File: src/rtl/car_pose_ctrl.sv
// car_pose_ctrl: once-per-frame car pose integrator feeding the renderer.
//
// On every falling edge of i_V_sync (seen while idle) the driver buttons are
// latched and a six-step sequence updates heading, speed and position:
// STEER -> SPEED -> MOVE -> CLAMP -> PUBLISH. The new pose appears on the
// outputs six cycles after the tick and is held constant for the whole frame.
//
// Build option: define CAR_POSE_TURBO_EN to add the i_turbo input (double
// acceleration step and double forward cap while the latched turbo is high).
//
// Ports:
//   i_clk        system clock (shared with the VGA timing block)
//   i_rst_n      asynchronous reset, active low
//   i_V_sync     VGA vertical sync, active low, synchronous to i_clk
//   i_accel      accelerate button
//   i_brake      brake / reverse button
//   i_left       steer counter-clockwise
//   i_right      steer clockwise
//   i_turbo      turbo button (only with CAR_POSE_TURBO_EN)
//   o_x          signed integer pixel x
//   o_y          signed integer pixel y
//   o_angle      signed heading in degrees, -180..179, 0 = +x, 90 = screen up
//   o_pose_valid one-cycle pulse when a new pose is published
module car_pose_ctrl #(
  parameter int X_INIT     = 320,
  parameter int Y_INIT     = 240,
  parameter int X_MIN      = 16,
  parameter int X_MAX      = 623,
  parameter int Y_MIN      = 16,
  parameter int Y_MAX      = 463,
  parameter int ANGLE_STEP = 5,
  parameter int ACCEL      = 4,
  parameter int FRICTION   = 2,
  parameter int MAX_SPEED  = 64,
  parameter int MAX_REV    = 32
) (
  input  logic               i_clk,
  input  logic               i_rst_n,
  input  logic               i_V_sync,
  input  logic               i_accel,
  input  logic               i_brake,
  input  logic               i_left,
  input  logic               i_right,
`ifdef CAR_POSE_TURBO_EN
  input  logic               i_turbo,
`endif
  output logic signed [10:0] o_x,
  output logic signed [9:0]  o_y,
  output logic signed [8:0]  o_angle,
  output logic               o_pose_valid
);

  typedef enum logic [2:0] {
    ST_IDLE    = 3'd0,
    ST_STEER   = 3'd1,
    ST_SPEED   = 3'd2,
    ST_MOVE    = 3'd3,
    ST_CLAMP   = 3'd4,
    ST_PUBLISH = 3'd5
  } state_t;

  localparam logic signed [9:0]  ANG_STEP_C = 10'(ANGLE_STEP);
  localparam logic signed [9:0]  ACC_C      = 10'(ACCEL);
  localparam logic signed [9:0]  FRIC_C     = 10'(FRICTION);
  localparam logic signed [9:0]  MAX_C      = 10'(MAX_SPEED);
  localparam logic signed [9:0]  REV_C      = 10'(-MAX_REV);
`ifdef CAR_POSE_TURBO_EN
  // Doubled forward cap would not fit the signed 8-bit speed; top out at +127.
  localparam logic signed [9:0]  TURBO_CAP_C  = (2 * MAX_SPEED > 127) ? 10'sd127 : 10'(2 * MAX_SPEED);
  localparam logic signed [9:0]  TURBO_STEP_C = 10'(2 * ACCEL);
`endif
  localparam logic signed [10:0] X_MIN_C  = 11'(X_MIN);
  localparam logic signed [10:0] X_MAX_C  = 11'(X_MAX);
  localparam logic signed [9:0]  Y_MIN_C  = 10'(Y_MIN);
  localparam logic signed [9:0]  Y_MAX_C  = 10'(Y_MAX);
  localparam logic signed [10:0] X_INIT_C = 11'(X_INIT);
  localparam logic signed [9:0]  Y_INIT_C = 10'(Y_INIT);

  // cos(-180 + 15k degrees) in Q2.8, rounded to nearest.
  function automatic logic signed [9:0] cos_rom(input logic [4:0] k);
    case (k)
      5'd0:  return -10'sd256;
      5'd1:  return -10'sd247;
      5'd2:  return -10'sd222;
      5'd3:  return -10'sd181;
      5'd4:  return -10'sd128;
      5'd5:  return -10'sd66;
      5'd6:  return 10'sd0;
      5'd7:  return 10'sd66;
      5'd8:  return 10'sd128;
      5'd9:  return 10'sd181;
      5'd10: return 10'sd222;
      5'd11: return 10'sd247;
      5'd12: return 10'sd256;
      5'd13: return 10'sd247;
      5'd14: return 10'sd222;
      5'd15: return 10'sd181;
      5'd16: return 10'sd128;
      5'd17: return 10'sd66;
      5'd18: return 10'sd0;
      5'd19: return -10'sd66;
      5'd20: return -10'sd128;
      5'd21: return -10'sd181;
      5'd22: return -10'sd222;
      5'd23: return -10'sd247;
      default: return 10'sd0;
    endcase
  endfunction

  // sin(a) = cos(a - 90): six sectors back in the same table.
  function automatic logic [4:0] sin_idx(input logic [4:0] k);
    if (k >= 5'd6) begin
      return k - 5'd6;
    end else begin
      return k + 5'd18;
    end
  endfunction

  state_t              state_r;
  logic                vsync_prev_r;
  logic                btn_accel_r, btn_brake_r, btn_left_r, btn_right_r;
`ifdef CAR_POSE_TURBO_EN
  logic                btn_turbo_r;
`endif
  logic signed [8:0]   angle_r;
  logic signed [7:0]   speed_r;
  logic signed [14:0]  x_acc_r;   // Q11.4
  logic signed [13:0]  y_acc_r;   // Q10.4

  logic                tick_s;
  logic signed [9:0]   ang_sum_s;
  logic signed [8:0]   angle_next_s;
  logic signed [9:0]   spd_s, cap_s, step_s;
  logic signed [7:0]   spd_next_s;
  logic signed [9:0]   ang_off_s, sec_raw_s;
  logic [4:0]          sector_s;
  logic signed [9:0]   cos_s, sin_s;
  logic signed [17:0]  prod_x_s, prod_y_s;
  logic signed [9:0]   dx_s, dy_s;
  logic signed [10:0]  x_int_s;
  logic signed [9:0]   y_int_s;

  assign tick_s  = vsync_prev_r & ~i_V_sync;
  assign x_int_s = x_acc_r[14:4];
  assign y_int_s = y_acc_r[13:4];

  // Heading update with wrap into -180..179.
  always_comb begin
    ang_sum_s = 10'(angle_r);
    if (btn_left_r && !btn_right_r) begin
      ang_sum_s = 10'(angle_r) + ANG_STEP_C;
    end else if (btn_right_r && !btn_left_r) begin
      ang_sum_s = 10'(angle_r) - ANG_STEP_C;
    end else begin
      ang_sum_s = 10'(angle_r);
    end
    if (ang_sum_s > 10'sd179) begin
      angle_next_s = 9'(ang_sum_s - 10'sd360);
    end else if (ang_sum_s < -10'sd180) begin
      angle_next_s = 9'(ang_sum_s + 10'sd360);
    end else begin
      angle_next_s = 9'(ang_sum_s);
    end
  end

  // Speed update: accelerate, brake/reverse or coast toward zero.
  always_comb begin
`ifdef CAR_POSE_TURBO_EN
    if (btn_turbo_r) begin
      cap_s  = TURBO_CAP_C;
      step_s = TURBO_STEP_C;
    end else begin
      cap_s  = MAX_C;
      step_s = ACC_C;
    end
`else
    cap_s  = MAX_C;
    step_s = ACC_C;
`endif
    spd_s = 10'(speed_r);
    if (btn_accel_r && !btn_brake_r) begin
      if (spd_s > cap_s) begin
        // Above the current cap (turbo just released): decay, never snap down.
        spd_next_s = (spd_s - FRIC_C < cap_s) ? 8'(cap_s) : 8'(spd_s - FRIC_C);
      end else begin
        spd_next_s = (spd_s + step_s > cap_s) ? 8'(cap_s) : 8'(spd_s + step_s);
      end
    end else if (btn_brake_r && !btn_accel_r) begin
      spd_next_s = (spd_s - ACC_C < REV_C) ? 8'(REV_C) : 8'(spd_s - ACC_C);
    end else if (spd_s > FRIC_C) begin
      spd_next_s = 8'(spd_s - FRIC_C);
    end else if (spd_s < -FRIC_C) begin
      spd_next_s = 8'(spd_s + FRIC_C);
    end else begin
      spd_next_s = 8'sd0;
    end
  end

  // Direction sector lookup and per-frame displacement (floor via >>>).
  always_comb begin
    ang_off_s = 10'(angle_r) + 10'sd187;
    sec_raw_s = ang_off_s / 10'sd15;
    if (sec_raw_s >= 10'sd24) begin
      sector_s = 5'd0;
    end else begin
      sector_s = 5'(sec_raw_s);
    end
    cos_s    = cos_rom(sector_s);
    sin_s    = cos_rom(sin_idx(sector_s));
    prod_x_s = 18'(speed_r) * 18'(cos_s);
    prod_y_s = 18'(speed_r) * 18'(sin_s);
    dx_s     = 10'(prod_x_s >>> 8);
    dy_s     = 10'(prod_y_s >>> 8);
  end

  // Frame sequencer: owns all pose state and the registered outputs.
  always_ff @(posedge i_clk or negedge i_rst_n) begin
    if (!i_rst_n) begin
      state_r      <= ST_IDLE;
      vsync_prev_r <= 1'b1;
      btn_accel_r  <= 1'b0;
      btn_brake_r  <= 1'b0;
      btn_left_r   <= 1'b0;
      btn_right_r  <= 1'b0;
`ifdef CAR_POSE_TURBO_EN
      btn_turbo_r  <= 1'b0;
`endif
      angle_r      <= 9'sd0;
      speed_r      <= 8'sd0;
      x_acc_r      <= {X_INIT_C, 4'b0000};
      y_acc_r      <= {Y_INIT_C, 4'b0000};
      o_x          <= X_INIT_C;
      o_y          <= Y_INIT_C;
      o_angle      <= 9'sd0;
      o_pose_valid <= 1'b0;
    end else begin
      vsync_prev_r <= i_V_sync;
      o_pose_valid <= 1'b0;
      case (state_r)
        ST_IDLE: begin
          if (tick_s) begin
            btn_accel_r <= i_accel;
            btn_brake_r <= i_brake;
            btn_left_r  <= i_left;
            btn_right_r <= i_right;
`ifdef CAR_POSE_TURBO_EN
            btn_turbo_r <= i_turbo;
`endif
            state_r     <= ST_STEER;
          end else begin
            state_r     <= ST_IDLE;
          end
        end
        ST_STEER: begin
          angle_r <= angle_next_s;
          state_r <= ST_SPEED;
        end
        ST_SPEED: begin
          speed_r <= spd_next_s;
          state_r <= ST_MOVE;
        end
        ST_MOVE: begin
          x_acc_r <= x_acc_r + 15'(dx_s);
          y_acc_r <= y_acc_r - 14'(dy_s);
          state_r <= ST_CLAMP;
        end
        ST_CLAMP: begin
          if (x_int_s < X_MIN_C) begin
            x_acc_r <= {X_MIN_C, 4'b0000};
          end else if (x_int_s > X_MAX_C) begin
            x_acc_r <= {X_MAX_C, 4'b0000};
          end else begin
            x_acc_r <= x_acc_r;
          end
          if (y_int_s < Y_MIN_C) begin
            y_acc_r <= {Y_MIN_C, 4'b0000};
          end else if (y_int_s > Y_MAX_C) begin
            y_acc_r <= {Y_MAX_C, 4'b0000};
          end else begin
            y_acc_r <= y_acc_r;
          end
          // Hitting any wall kills the car's speed.
          if ((x_int_s < X_MIN_C) || (x_int_s > X_MAX_C) ||
              (y_int_s < Y_MIN_C) || (y_int_s > Y_MAX_C)) begin
            speed_r <= 8'sd0;
          end else begin
            speed_r <= speed_r;
          end
          state_r <= ST_PUBLISH;
        end
        ST_PUBLISH: begin
          o_x          <= x_int_s;
          o_y          <= y_int_s;
          o_angle      <= angle_r;
          o_pose_valid <= 1'b1;
          state_r      <= ST_IDLE;
        end
        default: begin
          state_r <= ST_IDLE;
        end
      endcase
    end
  end

endmodule

File: config.mk
export PLATFORM = sky130hd
export DESIGN_NAME = car_pose_ctrl
export DESIGN_NICKNAME = d
export VERILOG_FILES = /design/src/rtl/car_pose_ctrl.sv
export SDC_FILE = /design/constraint.sdc
export NUM_CORES = 1
export LEC_CHECK = 0
export CAP_MARGIN = 20
export CORE_ASPECT_RATIO = 1.25
export CORE_UTILIZATION = 50
export CTS_CLUSTER_DIAMETER = 120
export DETAILED_ROUTE_END_ITERATION = 10
export PLACE_DENSITY = 0.67
export SLEW_MARGIN = 20
export SYNTH_ARGS = -nofsm -noshare
export SYNTH_HDL_FRONTEND = slang
export SYNTH_SLANG_ARGS = --single-unit
File: constraint.sdc
create_clock -name i_clk -period 24.1 [get_ports i_clk]
set_input_delay 2.41 -clock i_clk [delete_from_list [all_inputs] [get_ports i_clk]]
set_output_delay 2.41 -clock i_clk [all_outputs]
set_load 0.03 [all_outputs]
==> impl_metrics.ini <==
[synthesis]
yosys-mux-area-fraction = 0.0137
yosysTopAreaCell = fa_1
netlist.area_leader.share = 0.201
synthTopCellsByArea = fa_1 20%, dfrtp_1 14%, ha_1 8.9%
synth-seq-cells = 84
ys.warnings.count = 0
yosys.area_share.xor_xnor = 0.0567
seq_area_frac_synth = 0.161
postSynthCellCount = 1573
synth_fa_ha_area_frac = 0.291
synth_compound_area_frac = 0.192
yosysUniqueCellTypes = 111
avgSynthCellArea_um2 = 8.36
synth_edf_count = 0
synthSimpleGateAreaFrac = 0.198
synth_area_um2 = 13200
ys.flop_type = dfrtp_1
synth_top_family_by_area = adder cells
async_reset_ff_frac = 1.00

[cts]
insertion_delay_ns = 0.35
htreeDepth = 3
cts_root_buf = clkbuf_16
post_cts_buffers = 0
ctsHoldBuffers = 0
path_clk_slew_ns = 0.08
cts_tree = built
cts_buffers = 9
cts_resized = 0
clockBufferDepth = 2
clock-sinks = 84

[critical_path]
end_kind = flop
worstPathArrival_ns = 15.13
required_ns = 24.36
cp-startpoint = angle_r[0]
slowest_delay_ns = 0.69
cpMaxStageDelayCell = nor2_1
worstSetupPathType = flop to flop
cp-start-kind = flop
reg2reg_from = angle_r[0]
critPathMaxFanout = 18

[sta]
fmax_mhz = 67.3
maxSlewHeadroom = 0.256
rsz0062_at_grt = false
postLayoutSetupSlackWorst_ns = 9.23
fin_skew_ns = 0.0101
worst_slew_pin_slew_ns = 1.11
final.setup.tns_ns = 0
final-max-slew-violation-count = 0
holdWs_ns = 0.460
final-setup-viol-count = 0
hold_violations = 0
min_period_over_period = 0.617
fin_crit_ns = 14.87

[global_route]
grt_pass1_vias = 11300
grt_max_degree = 72
track_usage = 0.251
gr-total-overflow = 0
grt_first_pass_wirelength_um = 55100
grt_antenna_before_repair = 0

[final_layout]
final_common_cell = inv_1
layout-drive-gt1-share = 0.0688
layout_common_cells = 226 x inv_1, 199 x nand2_1, 132 x fa_1
insertedDiodeCount = 0
area_growth_pct = 7.76
nets = 1827

[place]
dp_hpwl_um = 24900
pre_cts_ws_ns = 9.33
io_buffers = 37
gp_congestion = 0.925

[floorplan]
die-height_um = 183
die_area_um2 = 27000
row_count = 66
fp.dieW_um = 147
io_pins = 38
start_util = 0.507
core_area_um2 = 25900

[drt]
vias = 11000
drt_iter0_drc = 666
routed_wl_um = 32000
via_per_inst = 5.67
postRouteAntennaNets = 0
first_pass_iters = 6
post-route-drc-count = 0
post_drt_wl_per_cell_um = 16.5

[worst_hold_path]
hold_path.startpoint = o_x[6]
hold_path.class = flop to flop

[status]
outcome = finished, final reports clean

[job]
max_cap_viol_count = 0
-- final timing paths --
| path | to | cells past startpoint | slack [ns] |
|---|---|---|---|
| max | y_acc_r[12] | 57 | 9.23 |
| min | o_x[6] | 2 | 0.46 |
| max reg2reg | y_acc_r[12] | 57 | 9.23 |
| min reg2reg | o_x[6] | 2 | 0.46 |
| max in group asynchronous | speed_r[4] | 2 | 21.00 |
| min in group asynchronous | x_acc_r[2] | 1 | 1.90 |
-- through the flow --
stage | util | std cells | instance area [µm²]
finish | 0.547 | 1939 | 14200
global route | 0.547 | 1939 | 14200
CTS | 0.547 | 1939 | 14200
detailed placement | 0.535 | 1923 | 13900
global placement | 0.535 | 1923 | 13900
floorplan | - | 1597 | 13200
-- cells by family (layout without fill, tap and decap cells) --
kind of cell               after synthesis  in the layout
and+or+nand+nor                        525            525
AOI/OAI and AO/OA                      345            345
buffers and inverters                  293            295
adders and majority gates              227            227
DFF                                     84             84
xor gates and xnor gates                81             81
muxes                                   16             16
other                                    2             26
-- critical path, delay by kind of cell, from the launching register on --
kind / cells / cell delay [ns]
compound gates: 22 / 5.47
xor+xnor: 1 / 0.17
fa+ha+maj: 10 / 4.00
buf+inv: 4 / 0.35
flops: 1 / 0.67
mux: 1 / 0.42
simple gates: 19 / 3.65
-- per-layer routing --
layer	share of wire	track usage	vias up	wire length, µm
li1	-	-	5272	-
met1	0.41	0.312	5354	13200
met2	0.52	0.448	292	16500
met3	0.036	0.0266	69	1140
met4	0.033	0.0899	0	1050
met5	0	0	-	0
-- registers in the layout (all words and copies together) (netlist names) --
register,flops
o_angle,9
btn_left_r,1
speed_r,7
btn_right_r,1
btn_accel_r,1
angle_r,9
x_acc_r,15
y_acc_r,14
btn_brake_r,1
o_pose_valid,1
o_y,10
state_r,3
vsync_prev_r,1
o_x,11
-- synthesized netlist by cell type, types with 5 or more instances --
cell type and instances:
inv_1 226, nand2_1 199, fa_1 132, ha_1 94, nor2_1 90, o21ai_0 80
a21oi_1 75, dfrtp_1 71, and2_1 59, xnor2_1 56, clkbuf_1 47, nor3_1 33
and3_1 23, nand2b_1 21, xor2_1 21, nand3_1 17, nor2b_1 16, a21o_1 14
o22ai_1 14, dfstp_2 13, o211ai_1 11, or2_2 11, a211oi_1 10, a31oi_1 10
buf_2 10, or3_1 10, mux2i_1 9, nor4_1 9, o21a_1 9, o22a_1 9
a22oi_1 7, o21ai_1 7, a22o_1 6, mux2_2 6, o21bai_1 6, a211o_1 5
a21boi_0 5, nor3b_1 5, o221ai_1 5, or4_1 5
-- layout make-up --
cell class | instances | area, µm²
clock buffers | 9 | 225
repair buffers | 51 | 473
fillers | 2417 | 11800
inverters | 228 | 856
multi-input cells | 1220 | 10000
well taps | 340 | 425
flip-flops and latches | 84 | 2120
clock inverters | 7 | 80.1
Power is not shown: default switching activity piles up to over one toggle a cycle in this logic, so the estimate is an artifact.
